File: src/rtl/joy_pkg.sv
// Shared definitions for the DB15 joystick link.
//   JB_*       : bit positions inside a player's button word
//   joytx_state_t : transmitter shift-chain states
//   frame_len  : number of bits in one two-player frame
package joy_pkg;

  localparam int unsigned JB_R  = 0;
  localparam int unsigned JB_L  = 1;
  localparam int unsigned JB_D  = 2;
  localparam int unsigned JB_U  = 3;
  localparam int unsigned JB_F1 = 4;

  typedef enum logic [1:0] {
    IDLE   = 2'd0,
    LOADED = 2'd1,
    SHIFT  = 2'd2
  } joytx_state_t;

  function automatic int unsigned frame_len(input int unsigned bpp);
    return 2 * bpp;
  endfunction

endpackage

File: src/rtl/joy_sync_edge.sv
// Multi-stage synchroniser for an asynchronous link input, with edge pulses.
// The chain and the edge reference reset to 1 (idle level of the link lines).
//   clk, reset_n : system clock, async active-low reset
//   din          : asynchronous input
//   level        : synchronised level
//   rise / fall  : one-clk pulses on synchronised rising / falling edges
module joy_sync_edge #(
  parameter int unsigned STAGES = 2
) (
  input  logic clk,
  input  logic reset_n,
  input  logic din,
  output logic level,
  output logic rise,
  output logic fall
);

  logic [STAGES-1:0] chain;
  logic              prev;

  always_ff @(posedge clk or negedge reset_n) begin
    if (!reset_n) begin
      chain <= '1;
      prev  <= 1'b1;
    end else begin
      chain <= {chain[STAGES-2:0], din};
      prev  <= chain[STAGES-1];
    end
  end

  assign level = chain[STAGES-1];
  assign rise  = chain[STAGES-1] & ~prev;
  assign fall  = ~chain[STAGES-1] & prev;

endmodule

File: src/rtl/joy_db15_tx.sv
// DB15 joystick link, controller side: parallel-in/serial-out shift chain.
// A (synchronised) low on joy_load captures {joy2, joy1}; each joy_clk rising
// edge then shifts one bit out on joy_data (active-low), joy1 bit0 first.
//   clk, reset_n : system clock, async active-low reset
//   joy1, joy2   : player button words, active-high
//   joy_clk      : shift clock from the reader (async)
//   joy_load     : parallel load from the reader, active-low (async)
//   joy_data     : serial data out, active-low
//   busy         : frame captured and not yet fully shifted
//   frame_done   : one-clk pulse once the last bit has been shifted past
//   link_ok      : reader activity seen recently (tied 1 without watchdog)
// Optional feature macro: JOYTX_WDOG_EN enables the link watchdog.
module joy_db15_tx
  import joy_pkg::*;
#(
  parameter int unsigned BITS_PER_PLAYER = 12,
  parameter int unsigned SYNC_STAGES     = 2,
  parameter int unsigned WDOG_CYCLES     = 4194304
) (
  input  logic                       clk,
  input  logic                       reset_n,
  input  logic [BITS_PER_PLAYER-1:0] joy1,
  input  logic [BITS_PER_PLAYER-1:0] joy2,
  input  logic                       joy_clk,
  input  logic                       joy_load,
  output logic                       joy_data,
  output logic                       busy,
  output logic                       frame_done,
  output logic                       link_ok
);

  localparam int unsigned FRAME = frame_len(BITS_PER_PLAYER);
  localparam int unsigned CW    = $clog2(FRAME + 1);
  localparam logic [CW-1:0] CNT_LAST = CW'(FRAME);

  logic clk_lvl, clk_rise, clk_fall;
  logic load_lvl, load_rise, load_fall;
  logic wdog_hit;

  joy_sync_edge #(.STAGES(SYNC_STAGES)) u_sync_clk (
    .clk     (clk),
    .reset_n (reset_n),
    .din     (joy_clk),
    .level   (clk_lvl),
    .rise    (clk_rise),
    .fall    (clk_fall)
  );

  joy_sync_edge #(.STAGES(SYNC_STAGES)) u_sync_load (
    .clk     (clk),
    .reset_n (reset_n),
    .din     (joy_load),
    .level   (load_lvl),
    .rise    (load_rise),
    .fall    (load_fall)
  );

`ifdef JOYTX_WDOG_EN
  localparam int unsigned WW = $clog2(WDOG_CYCLES + 1);
  localparam logic [WW-1:0] WDOG_MAX  = WW'(WDOG_CYCLES);
  localparam logic [WW-1:0] WDOG_LAST = WW'(WDOG_CYCLES - 1);

  logic [WW-1:0] wdog_cnt;
  logic          unused_edges;

  // Hit fires on the clk where the counter reaches WDOG_CYCLES.
  assign wdog_hit     = (wdog_cnt == WDOG_LAST) && !load_fall;
  assign unused_edges = ^{clk_lvl, clk_fall, load_rise};

  always_ff @(posedge clk or negedge reset_n) begin
    if (!reset_n) begin
      wdog_cnt <= '0;
      link_ok  <= 1'b0;
    end else if (load_fall) begin
      wdog_cnt <= '0;
      link_ok  <= 1'b1;
    end else begin
      if (wdog_cnt != WDOG_MAX) wdog_cnt <= wdog_cnt + WW'(1);
      if (wdog_hit)             link_ok  <= 1'b0;
    end
  end
`else
  logic unused_edges;

  assign wdog_hit     = 1'b0;
  assign link_ok      = 1'b1;
  assign unused_edges = ^{clk_lvl, clk_fall, load_rise, load_fall, WDOG_CYCLES[0]};
`endif

  joytx_state_t          state;
  logic [FRAME-1:0]      shreg;
  logic [CW-1:0]         cnt;

  // Load level has priority over shift edges; joy_data always lags the
  // shift register by one clk so output timing is identical in every state.
  always_ff @(posedge clk or negedge reset_n) begin
    if (!reset_n) begin
      state      <= IDLE;
      shreg      <= '0;
      cnt        <= '0;
      joy_data   <= 1'b1;
      busy       <= 1'b0;
      frame_done <= 1'b0;
    end else begin
      frame_done <= 1'b0;
      if (wdog_hit) begin
        state    <= IDLE;
        busy     <= 1'b0;
        joy_data <= 1'b1;
      end else if (!load_lvl) begin
        shreg    <= {joy2, joy1};
        cnt      <= '0;
        busy     <= 1'b1;
        state    <= LOADED;
        joy_data <= (state == IDLE) ? 1'b1 : ~shreg[0];
      end else begin
        case (state)
          IDLE: joy_data <= 1'b1;
          LOADED, SHIFT: begin
            if (cnt == CNT_LAST) begin
              state      <= IDLE;
              busy       <= 1'b0;
              frame_done <= 1'b1;
              joy_data   <= 1'b1;
            end else begin
              joy_data <= ~shreg[0];
              if (clk_rise) begin
                shreg <= shreg >> 1;
                cnt   <= cnt + CW'(1);
                state <= SHIFT;
              end
            end
          end
          default: begin
            state    <= IDLE;
            joy_data <= 1'b1;
          end
        endcase
      end
    end
  end

endmodule

File: config.mk
export PLATFORM = sky130hd
export DESIGN_NAME = joy_db15_tx
export DESIGN_NICKNAME = d
export VERILOG_FILES = /design/src/rtl/joy_pkg.sv /design/src/rtl/joy_sync_edge.sv /design/src/rtl/joy_db15_tx.sv
export SDC_FILE = /design/constraint.sdc
export NUM_CORES = 1
export LEC_CHECK = 0
export BUFFER_PORTS_ARGS = -buffer_cell sky130_fd_sc_hd__buf_4
export CAP_MARGIN = 5
export CORE_ASPECT_RATIO = 1.5
export CORE_MARGIN = 2
export CORE_UTILIZATION = 50
export CTS_CLUSTER_DIAMETER = 200
export DETAILED_ROUTE_END_ITERATION = 12
export GPL_TIMING_DRIVEN = 0
export HOLD_SLACK_MARGIN = 0.06
export PLACE_DENSITY_LB_ADDON = 0.12
export SYNTH_ARGS = -nofsm -noshare
export SYNTH_HDL_FRONTEND = slang
export SYNTH_SLANG_ARGS = --single-unit
File: constraint.sdc
create_clock -name clk -period 3.45 [get_ports clk]
set_input_delay 0.345 -clock clk [delete_from_list [all_inputs] [get_ports clk]]
set_output_delay 0.345 -clock clk [all_outputs]
set_load 0.03 [all_outputs]
==> reports/metrics.cfg <==
[run_status]
status=completed

[yosys]
async_reset_ff_frac=1.000
ys_top_cells_by_area=dfrtp_1 46%, dfstp_2 8.7%, a31oi_1 8.3%, a21oi_1 7.7%, nor2_1 5.2%
syn_inst=195
syn_area_um2=1812
synth_seq_area_share=0.5428
synth_edf_count=0
synth_top_cell_by_area=dfrtp_1
synth_top_cell_area_share=0.4558
ys.warnings.count=0
syn_avg_cell_area_um2=9.291
synthFlopType=dfrtp_1
synth_nets=226
synth-seq-cells=39
synth_cell_types=29

[global_route]
met3_usage=0.05769
grt_start_max_net_pins=40
grt-ovfl-total=0
antenna_found_initial=0
grt_use_met2=0.3838
grt_pass1_wl_um=7107
grt_pass1_vias=1577
gr-usage-met1=0.2822
grt_usage=0.2298
grt-busiest-layer=met2

[route]
route.detailed.drc=0
dr.pass1.iters=4
wl_per_cell_um=14.64
drt_iter0_drc=61
antenna_left=0
via_count=1565
totalWireLength_um=4040
vias_per_cell=5.670

[setup_path]
r2r_slack_ns=1.67
crit_path_start_kind=register
path_cells=inv_1 > ha_1 > nand3b_1 > clkbuf_1 > o21ai_0 > a21oi_1
r2r_cells=6
crit-reg2reg-launch=state[1]$_DFFE_PN0P_
slowest_delay_ns=0.41
cp.arrival_ns=1.99
end_kind=register
crit_fanout=10
timing.rr.end=cnt[2]$_DFFE_PN0P_
crit_type=register to register
crit_slowest_cell=clkbuf_1
critPathRequiredTime_ns=3.67

[floorplan]
die_h_um=77.73
start_util=0.5254
io_pins=32
rows=26
fp.coreArea_um2=3448
design.die.area_um2=4131
die_w_um=53.15

[worst_hold_path]
hp-class=primary input to register
min_to=u_sync_clk.chain[0]$_DFF_PN1_
min_from=joy_clk
holdPathStages=1

[clock_network]
cts_tree=done
clock_latency_ns=0.29
cts-buffers-inserted=5
ctsRootBufferMaster=clkbuf_8
cts_htree_levels=2
hold_buffers=1
max-clock-path-buffers=2
cts_resized=0
cts_setup_buffers=0
cts.clk_slew.worst_paths_ns=0.07
cts_sinks=39

[placement]
placed_cell_area_um2=2090
gp_congestion=0.8084
io_buffer_count=30
dpl.hpwl_um=2883

[power]
worst_ir_drop_vdd_v=0.0003553
p_total_mw=1.010
p_leak_nw=0.9600
power.density_nw_per_um2=463.1

[final_layout]
drive_above_1_share=0.2179
area_delta_synth_final_pct=20.37
layout.nets=264
num-fill-cells=317
diodes=0
final_area_um2=2181
post-route-util=0.6324

[sta]
finalCritPeriodShare=0.5153
rsz0062_at_grt=false
fin_setup_tns_ns=0
worst_hold_slack_ns=0.1580
finalCriticalPeriod_ns=1.778
setup_viol=0
finalHoldViolCount=0
drv_slew=0
finClkSkew_ns=0.004113
fmax_mhz=562.5

[flow_run]
cap_violations=0

-- power by group --
group	leakage (nW)	total (mW)	internal, mW	switching [mW]
logic	0.467	0.183	0.0793	0.103
clock network	0.0422	0.293	0.142	0.152
registers	0.451	0.534	0.509	0.0254
total	0.960	1.01	0.730	0.280
-- cell families (layout without fill, tap and decap cells) --
group           count (synthesis)  after routing  share of synthesized area
buf+inv                        24             63                    0.06008
compound gates                 83             83                     0.2500
flops                          39             39                     0.5428
fa+ha+maj                       3              3                    0.02072
mux                             2              2                    0.01105
simple gates                   43             43                     0.1133
other cells                     1              1                   0.002070
-- flip-flops by register name (all words and copies together), names as in the netlist --
name	count
busy	1
cnt	5
frame_done	1
joy_data	1
shreg	24
state	2
u_sync_clk.chain	2
u_sync_clk.prev	1
u_sync_load.chain	2
-- worst max-delay path by stage --
stage / end / startpoint / cells past startpoint / slack, ns
2_1_floorplan: cnt[2]$_DFFE_PN0P_ / cnt[0]$_DFFE_PN0P_ / 6 / 1.86
3_3_place_gp: cnt[2]$_DFFE_PN0P_ / state[0]$_DFFE_PN0P_ / 6 / 1.73
5_1_grt: cnt[2]$_DFFE_PN0P_ / state[1]$_DFFE_PN0P_ / 6 / 1.51
4_1_cts: cnt[2]$_DFFE_PN0P_ / state[0]$_DFFE_PN0P_ / 6 / 1.69
6_report: cnt[2]$_DFFE_PN0P_ / state[1]$_DFFE_PN0P_ / 6 / 1.67
3_5_place_dp: cnt[2]$_DFFE_PN0P_ / state[0]$_DFFE_PN0P_ / 6 / 1.70
-- routing by layer --
metal,wire length (um),vias to the layer above
met1,1679,749
met3,196,7
li1,-,768
met4,63,0
met2,2101,41
met5,0,-
-- cells in the final DEF (no fill, tap or decap), types with 2 or more instances in the layout --
cell type,instances
dfstp_2,6
ha_1,3
buf_4,31
nand3_1,2
a31oi_1,24
inv_1,6
clkbuf_1,11
a21oi_1,28
buf_2,6
clkbuf_8,5
o21ai_0,17
a21o_1,2
mux2i_1,2
nand2b_1,3
nor2_1,25
nand4_1,2
o21ai_1,11
nand2_1,4
dfrtp_1,33
-- synth_stat cells, drive strengths merged, types with 2 or more instances --
| cell | instances |
|---|---|
| a21o | 2 |
| a21oi | 28 |
| a31oi | 24 |
| buf | 9 |
| clkbuf | 9 |
| dfrtp | 33 |
| dfstp | 6 |
| ha | 3 |
| inv | 6 |
| mux2i | 2 |
| nand2 | 4 |
| nand2b | 3 |
| nand3 | 2 |
| nand4 | 2 |
| nor2 | 25 |
| o21ai | 28 |
-- worst max-delay path, delay by kind of cell, from the launching register on --
kind	cells	cell delay [ns]
compound gates	2	0.29
fa+ha+maj	1	0.34
buf+inv	2	0.47
flops	1	0.33
simple gates	1	0.28
-- per-stage QoR --
stage,instances,setup slack [ns]
2_1_floorplan,195,1.855
3_3_place_gp,267,1.729
3_5_place_dp,267,1.700
4_1_cts,276,1.687
5_1_grt,276,1.512
6_report,276,1.672
-- cell type report --
class	count	area, um^2	share of cell area
tap	42	52.55	0.02410
multi-input combinational	132	719.4	0.3299
timing repair buffer	31	235.2	0.1079
clock buffer	7	76.32	0.03500
sequential	39	983.4	0.4509
buffer	18	86.33	0.03959
inverter	6	22.52	0.01033
clock inverter	1	5.005	0.002295
Note: power is estimated with default switching activity, not from simulation.
